File: src/rtl/fir_seq_ctrl.sv
// Sequencer for a symmetric FIR MAC datapath: deserializes samples, drives tap-pair reads and MAC strobes, saturates results.
// Optional FIR_ROUND_EN: round half-up before the accumulator shift instead of flooring.
module fir_seq_ctrl #(
  parameter int NTAPS   = 16,
  parameter int DW      = 16,
  parameter int ACCW    = 36,
  parameter int SHIFT   = 15,
  parameter int MAC_LAT = 2
) (
  input  logic                       clk,
  input  logic                       rst_n,
  input  logic                       filter,
  input  logic                       bit_in,
  input  logic                       bit_vld,
  input  logic                       full,
  input  logic signed [ACCW-1:0]     acc_in,
  output logic                       wr_en,
  output logic [$clog2(NTAPS)-1:0]   wr_addr,
  output logic [DW-1:0]              wr_data,
  output logic [$clog2(NTAPS)-1:0]   rd_addr_a,
  output logic [$clog2(NTAPS)-1:0]   rd_addr_b,
  output logic [$clog2(NTAPS/2)-1:0] coef_addr,
  output logic                       mac_clr,
  output logic                       mac_en,
  output logic                       mac_last,
  output logic [DW-1:0]              dout,
  output logic                       push,
  output logic                       overrun
);

  localparam int AW   = $clog2(NTAPS);
  localparam int CW   = $clog2(NTAPS/2);
  localparam int CNTW = $clog2(NTAPS + MAC_LAT);
  localparam int BITW = $clog2(DW);

  localparam logic signed [ACCW:0] SAT_MAX = {{(ACCW-DW+2){1'b0}}, {(DW-1){1'b1}}};
  localparam logic signed [ACCW:0] SAT_MIN = ~SAT_MAX;

  typedef enum logic [2:0] {IDLE, CLR, LOAD, CALC, WAIT, OUT} state_t;

  state_t            state_q, state_d;
  logic [CNTW-1:0]   cnt_q, cnt_d;
  logic [AW-1:0]     head_q, head_d;
  logic [AW-1:0]     newest_q, newest_d;
  logic [DW-2:0]     shreg_q, shreg_d;
  logic [BITW-1:0]   bitcnt_q, bitcnt_d;
  logic [DW-1:0]     pend_q, pend_d;
  logic              pend_vld_q, pend_vld_d;
  logic              overrun_q, overrun_d;
  logic [DW-1:0]     dout_q, dout_d;

  logic              consume;
  logic [AW-1:0]     k_ext;
  logic signed [ACCW:0] acc_ext;
  logic signed [ACCW:0] acc_sh;
  logic [DW-1:0]     sat_val;

  always_ff @(posedge clk or negedge rst_n) begin
    if (!rst_n) begin
      state_q    <= IDLE;
      cnt_q      <= '0;
      head_q     <= '0;
      newest_q   <= '0;
      shreg_q    <= '0;
      bitcnt_q   <= '0;
      pend_q     <= '0;
      pend_vld_q <= 1'b0;
      overrun_q  <= 1'b0;
      dout_q     <= '0;
    end else begin
      state_q    <= state_d;
      cnt_q      <= cnt_d;
      head_q     <= head_d;
      newest_q   <= newest_d;
      shreg_q    <= shreg_d;
      bitcnt_q   <= bitcnt_d;
      pend_q     <= pend_d;
      pend_vld_q <= pend_vld_d;
      overrun_q  <= overrun_d;
      dout_q     <= dout_d;
    end
  end

  assign consume = (state_q == LOAD) && pend_vld_q;
  assign overrun = overrun_q;

  // A sample completing while pend is still held (and not being taken this cycle) is dropped.
  always_comb begin
    shreg_d    = shreg_q;
    bitcnt_d   = bitcnt_q;
    pend_d     = pend_q;
    pend_vld_d = pend_vld_q;
    overrun_d  = overrun_q;
    if (state_q == IDLE || state_q == CLR) begin
      bitcnt_d   = '0;
      pend_vld_d = 1'b0;
      if (state_q == CLR) begin
        overrun_d = 1'b0;
      end
    end else begin
      if (consume) begin
        pend_vld_d = 1'b0;
      end
      if (bit_vld) begin
        shreg_d = {shreg_q[DW-3:0], bit_in};
        if (bitcnt_q == BITW'(DW-1)) begin
          bitcnt_d = '0;
          if (pend_vld_q && !consume) begin
            overrun_d = 1'b1;
          end else begin
            pend_d     = {shreg_q, bit_in};
            pend_vld_d = 1'b1;
          end
        end else begin
          bitcnt_d = bitcnt_q + BITW'(1);
        end
      end
    end
  end

  always_comb begin
    acc_ext = {acc_in[ACCW-1], acc_in};
`ifdef FIR_ROUND_EN
    acc_ext = acc_ext + {{(ACCW+1-SHIFT){1'b0}}, 1'b1, {(SHIFT-1){1'b0}}};
`endif
    acc_sh = acc_ext >>> SHIFT;
    if (acc_sh > SAT_MAX) begin
      sat_val = {1'b0, {(DW-1){1'b1}}};
    end else if (acc_sh < SAT_MIN) begin
      sat_val = {1'b1, {(DW-1){1'b0}}};
    end else begin
      sat_val = acc_sh[DW-1:0];
    end
  end

  always_comb begin
    state_d   = state_q;
    cnt_d     = cnt_q;
    head_d    = head_q;
    newest_d  = newest_q;
    dout_d    = dout_q;
    wr_en     = 1'b0;
    wr_addr   = '0;
    wr_data   = '0;
    rd_addr_a = '0;
    rd_addr_b = '0;
    coef_addr = '0;
    mac_clr   = 1'b0;
    mac_en    = 1'b0;
    mac_last  = 1'b0;
    push      = 1'b0;
    k_ext     = AW'(cnt_q[CW-1:0]);
    case (state_q)
      IDLE: begin
        if (filter) begin
          state_d = CLR;
          cnt_d   = '0;
        end
      end
      CLR: begin
        wr_en   = 1'b1;
        wr_addr = cnt_q[AW-1:0];
        if (cnt_q == CNTW'(NTAPS-1)) begin
          cnt_d   = '0;
          state_d = LOAD;
        end else begin
          cnt_d = cnt_q + CNTW'(1);
        end
      end
      LOAD: begin
        if (pend_vld_q) begin
          wr_en    = 1'b1;
          wr_addr  = head_q;
          wr_data  = pend_q;
          newest_d = head_q;
          head_d   = head_q + AW'(1);
          cnt_d    = '0;
          state_d  = CALC;
        end else if (!filter) begin
          state_d = IDLE;
        end
      end
      // Pair k taps the k-th newest sample against its mirror, the k-th oldest.
      CALC: begin
        rd_addr_a = newest_q - k_ext;
        rd_addr_b = newest_q + AW'(1) + k_ext;
        coef_addr = cnt_q[CW-1:0];
        mac_en    = 1'b1;
        mac_clr   = (cnt_q == '0);
        mac_last  = (cnt_q == CNTW'(NTAPS/2-1));
        if (mac_last) begin
          cnt_d   = '0;
          state_d = WAIT;
        end else begin
          cnt_d = cnt_q + CNTW'(1);
        end
      end
      WAIT: begin
        if (cnt_q == CNTW'(MAC_LAT-1)) begin
          cnt_d   = '0;
          state_d = OUT;
        end else begin
          cnt_d = cnt_q + CNTW'(1);
        end
      end
      OUT: begin
        if (!full) begin
          push    = 1'b1;
          dout_d  = sat_val;
          state_d = LOAD;
        end
      end
      default: begin
        state_d = IDLE;
      end
    endcase
  end

  // The fresh result is visible during the push cycle and held afterwards.
  assign dout = push ? sat_val : dout_q;

endmodule

File: config.mk
export PLATFORM = sky130hd
export DESIGN_NAME = fir_seq_ctrl
export DESIGN_NICKNAME = d
export VERILOG_FILES = /design/src/rtl/fir_seq_ctrl.sv
export SDC_FILE = /design/constraint.sdc
export NUM_CORES = 1
export LEC_CHECK = 0
export ABC_AREA = 1
export CAP_MARGIN = 15
export CELL_PAD_IN_SITES_DETAIL_PLACEMENT = 1
export CELL_PAD_IN_SITES_GLOBAL_PLACEMENT = 2
export CORE_ASPECT_RATIO = 0.9
export CORE_MARGIN = 3
export CORE_UTILIZATION = 25
export CTS_CLUSTER_DIAMETER = 30
export DETAILED_ROUTE_END_ITERATION = 8
export GPL_TIMING_DRIVEN = 0
export PLACE_DENSITY_LB_ADDON = 0.1
export SETUP_SLACK_MARGIN = 0.4
export SYNTH_ARGS = -nofsm -noshare
export SYNTH_HDL_FRONTEND = slang
export SYNTH_SLANG_ARGS = --single-unit
File: constraint.sdc
create_clock -name clk -period 1.47 [get_ports clk]
set_input_delay 0.294 -clock clk [delete_from_list [all_inputs] [get_ports clk]]
set_output_delay 0.294 -clock clk [all_outputs]
set_load 0.005 [all_outputs]
==> impl_metrics.tcl <==
set metrics [dict create \
    die_y_um 117.9 \
    synth_top_area_share 0.4966 \
    max_cap_viol_count 0 \
    post-route-period-util 1.442 \
    wl_per_cell_um 15.55 \
    clock_skew_ns 0.01069 \
    nets 659 \
    p_int_mw 6.536 \
    io_pins 95 \
    gr-total-overflow 0 \
    cts.reportedPaths.clkPinSlew_ns 0.06 \
    dieArea_sq_um 15360 \
    p_switching_mw 3.843 \
    async_reset_ff_frac 1.000 \
    vias_per_cell 4.474 \
    p_per_area_nw_per_um2 1608 \
    setup_viol 107 \
    root_buffer "clkbuf_16" \
    worst_hold_path_type "in -> async" \
    max_slew_margin 0.7078 \
    hold_violations 28 \
    synth_area_sq_um 3477 \
    path_max_fanout 5 \
    grt_pass1_vias 3718 \
    gp_congestion 0.7100 \
    portBuffers 79 \
    seq_area_sq_um 1734 \
    numCtsBuffers 9 \
    diodes 0 \
    combPwrFrac 0.473 \
    pre_cts_ws_ns -1.186 \
    post-synth-top-area-cell "dfrtp_1" \
    peakVddDrop_uv 579.3 \
    synthTopCellsByArea "dfrtp_1 (50%), nand2_1 (13%), nor2_1 (6.8%)" \
    violations "hold timing, setup timing" \
    critPathCaptureType "output port" \
    clkPwrFrac 0.259 \
    drive_above_1_share 0.5058 \
    place_area_sq_um 4990 \
    arrival_ns 1.83 \
    netlist_instances 431 \
    max_freq_ghz 0.4717 \
    h-tree-depth 3 \
    cp-start-kind "flip-flop" \
    timing.hold.ws_ns -0.1078 \
    grt_pass1_wl_mm 19.04 \
    r2r_end "state_q[2]" \
    p_leak_nw 3.175 \
    ff2ff_setup_slack_ns -0.32 \
    grt_max_degree 42 \
    period_needed_ns 2.120 \
    nFillCells 1498 \
    antenna_found_initial 0 \
    r2r-start "cnt_q[1]" \
    die_w_um 130.3 \
    fp.coreArea_sq_um 13460 \
    drt-total-wl_mm 12.05 \
    synth_most_common_cell "nand2_1" \
    status "finished with violations" \
    yosys_warnings 0 \
    drc_errors 0 \
    vias 3467 \
    cp.required_ns 1.18 \
    synth.distinct_cells 30 \
    rsz0062_at_grt "yes" \
    cts_tree "built" \
    setup_ws_ns -0.6502 \
    antenna_left 0 \
    drt_iter0_markers 116 \
    synth_edf_count 0 \
    floorplan.initialDensity 0.2583 \
    syn_avg_cell_area_sq_um 8.067 \
    drv_slew 0 \
    num_rows 40 \
    switching_share 0.3703 \
    dp_hpwl_mm 7.423 \
    synthTopCellsByCount "nand2_1 (125), dfrtp_1 (69), nor2_1 (63)" \
    yosysSeqAreaShare 0.4966 \
    fin_area_sq_um 6454 \
    grt_use_total 0.1564 \
    tightest_slew_ns 0.4383 \
    clock_path_buffers 2 \
    ys_ff_latch 69 \
    area_delta_synth_final_pct 85.61 \
    worstSetupPathType "reg -> out" \
    synth_nets 488 \
    drt-pass1-iter-count 4 \
    r2r_cells 12 \
    clock_latency_ns 0.34 \
    cts.sinks 69 \
    power_frac_seq 0.268 \
    multi_input_area_sq_um 2261 \
    synthFlopType "dfrtp_1" \
]
[layer usage]
metal	vias to the layer above	global-route usage	wire, um
li1	1690	-	-
met5	-	0	0
met4	0	0.03896	112
met3	9	0.03312	492
met1	1703	0.2104	5526
met2	65	0.2548	5919
[through the flow]
stage          hold slack [ns]  setup TNS [ns]  std cells  utilization  total power [mW]
6_report               -0.1078          -38.14        775       0.4794             10.38
5_1_grt               -0.08999          -46.98        775       0.4794             11.14
4_1_cts               -0.09535          -33.22        753       0.4391             9.950
3_5_place_dp            0.2645          -55.00        679       0.3706             6.503
3_3_place_gp            0.4591         -235.64        678       0.3688             6.408
2_1_floorplan        -0.001591          -2.637        431            -             5.045
[power by group through the flow]
stage	registers (mW)	logic (mW)	clock network, mW
floorplan	2.74	2.30	0
global placement	2.82	3.58	0
detailed placement	2.84	3.66	0
CTS	2.77	4.42	2.76
global route	2.85	5.44	2.85
finish	2.78	4.91	2.69
[final cells by class]
cell class                      count  area share
Timing Repair Buffer              160      0.2280
Clock buffer                        9     0.03490
Sequential cell                    69      0.2687
Clock inverter                      7     0.02133
Multi-Input combinational cell    299      0.3503
Buffer                             12     0.02908
Inverter                           51     0.03509
Tap cell                          168     0.03257
[cells by family after synthesis]
family	synth area share
compound gates	0.09069
xor+xnor	0.01763
fa+ha+maj	0.05830
buf+inv	0.07449
flops	0.4966
simple gates	0.2623
[placed cells by master, fill, tap and decap left out, types with 3 or more instances in the layout]
master / Yosys / routed
clkbuf_16: 0 / 14
nand2_4: 1 / 12
buf_2: 6 / 46
inv_2: 5 / 6
bufinv_16: 0 / 4
a21oi_2: 1 / 5
nor2_1: 63 / 28
dfrtp_1: 69 / 63
xor2_1: 5 / 5
inv_1: 46 / 36
o21ai_0: 12 / 5
buf_4: 4 / 32
inv_4: 0 / 6
nand2_1: 125 / 101
o21ai_2: 0 / 21
o21ai_1: 19 / 3
buf_12: 0 / 7
dfrtp_2: 0 / 6
buf_8: 0 / 5
clkdlybuf4s50_1: 0 / 25
nand3_1: 15 / 13
nor2_4: 2 / 31
ha_1: 13 / 6
nand2_2: 0 / 12
a21oi_4: 0 / 15
nor2_2: 3 / 9
ha_4: 0 / 7
buf_6: 0 / 49
o21bai_1: 4 / 4
[sequential cells by signal (all words and copies together) (netlist names)]
name        count
bitcnt_q        4
cnt_q           5
dout_q         16
head_q          4
newest_q        4
overrun         1
pend_q         16
pend_vld_q      1
shreg_q        15
state_q         3
[how the worst max path moves through the flow]
stage | slack (ns) | from | endpoint
detailed placement | -1.19 | acc_in[30] | dout[7]
global route | -0.73 | state_q[1] | dout[7]
finish | -0.65 | state_q[1] | dout[7]
floorplan | -0.14 | cnt_q[0] | rd_addr_b[1]
global placement | -2.90 | rst_n | state_q[2]
CTS | -0.66 | state_q[1] | dout[7]
[critical path, cell delays in order, from the launching register on]
cell	delay, ns
dfrtp_1	0.37
buf_6	0.12
nor2_4	0.08
nand3b_1	0.10
buf_6	0.16
a21oi_4	0.20
buf_12	0.15
buf_12	0.12
a21oi_4	0.05
buf_2	0.13
[repair_timing]
| item | 4_1_cts | 5_1_grt |
|---|---|---|
| gates resized for setup | 295 | 93 |
| cloned | 3 | 3 |
| pin swaps | 19 | 16 |
| endpoints found under the setup margin | 122 | 122 |
| buffers inserted | 55 | 19 |
| endpoints found under the hold margin | 28 | 28 |
Note: power is estimated with default switching activity, not from simulation.
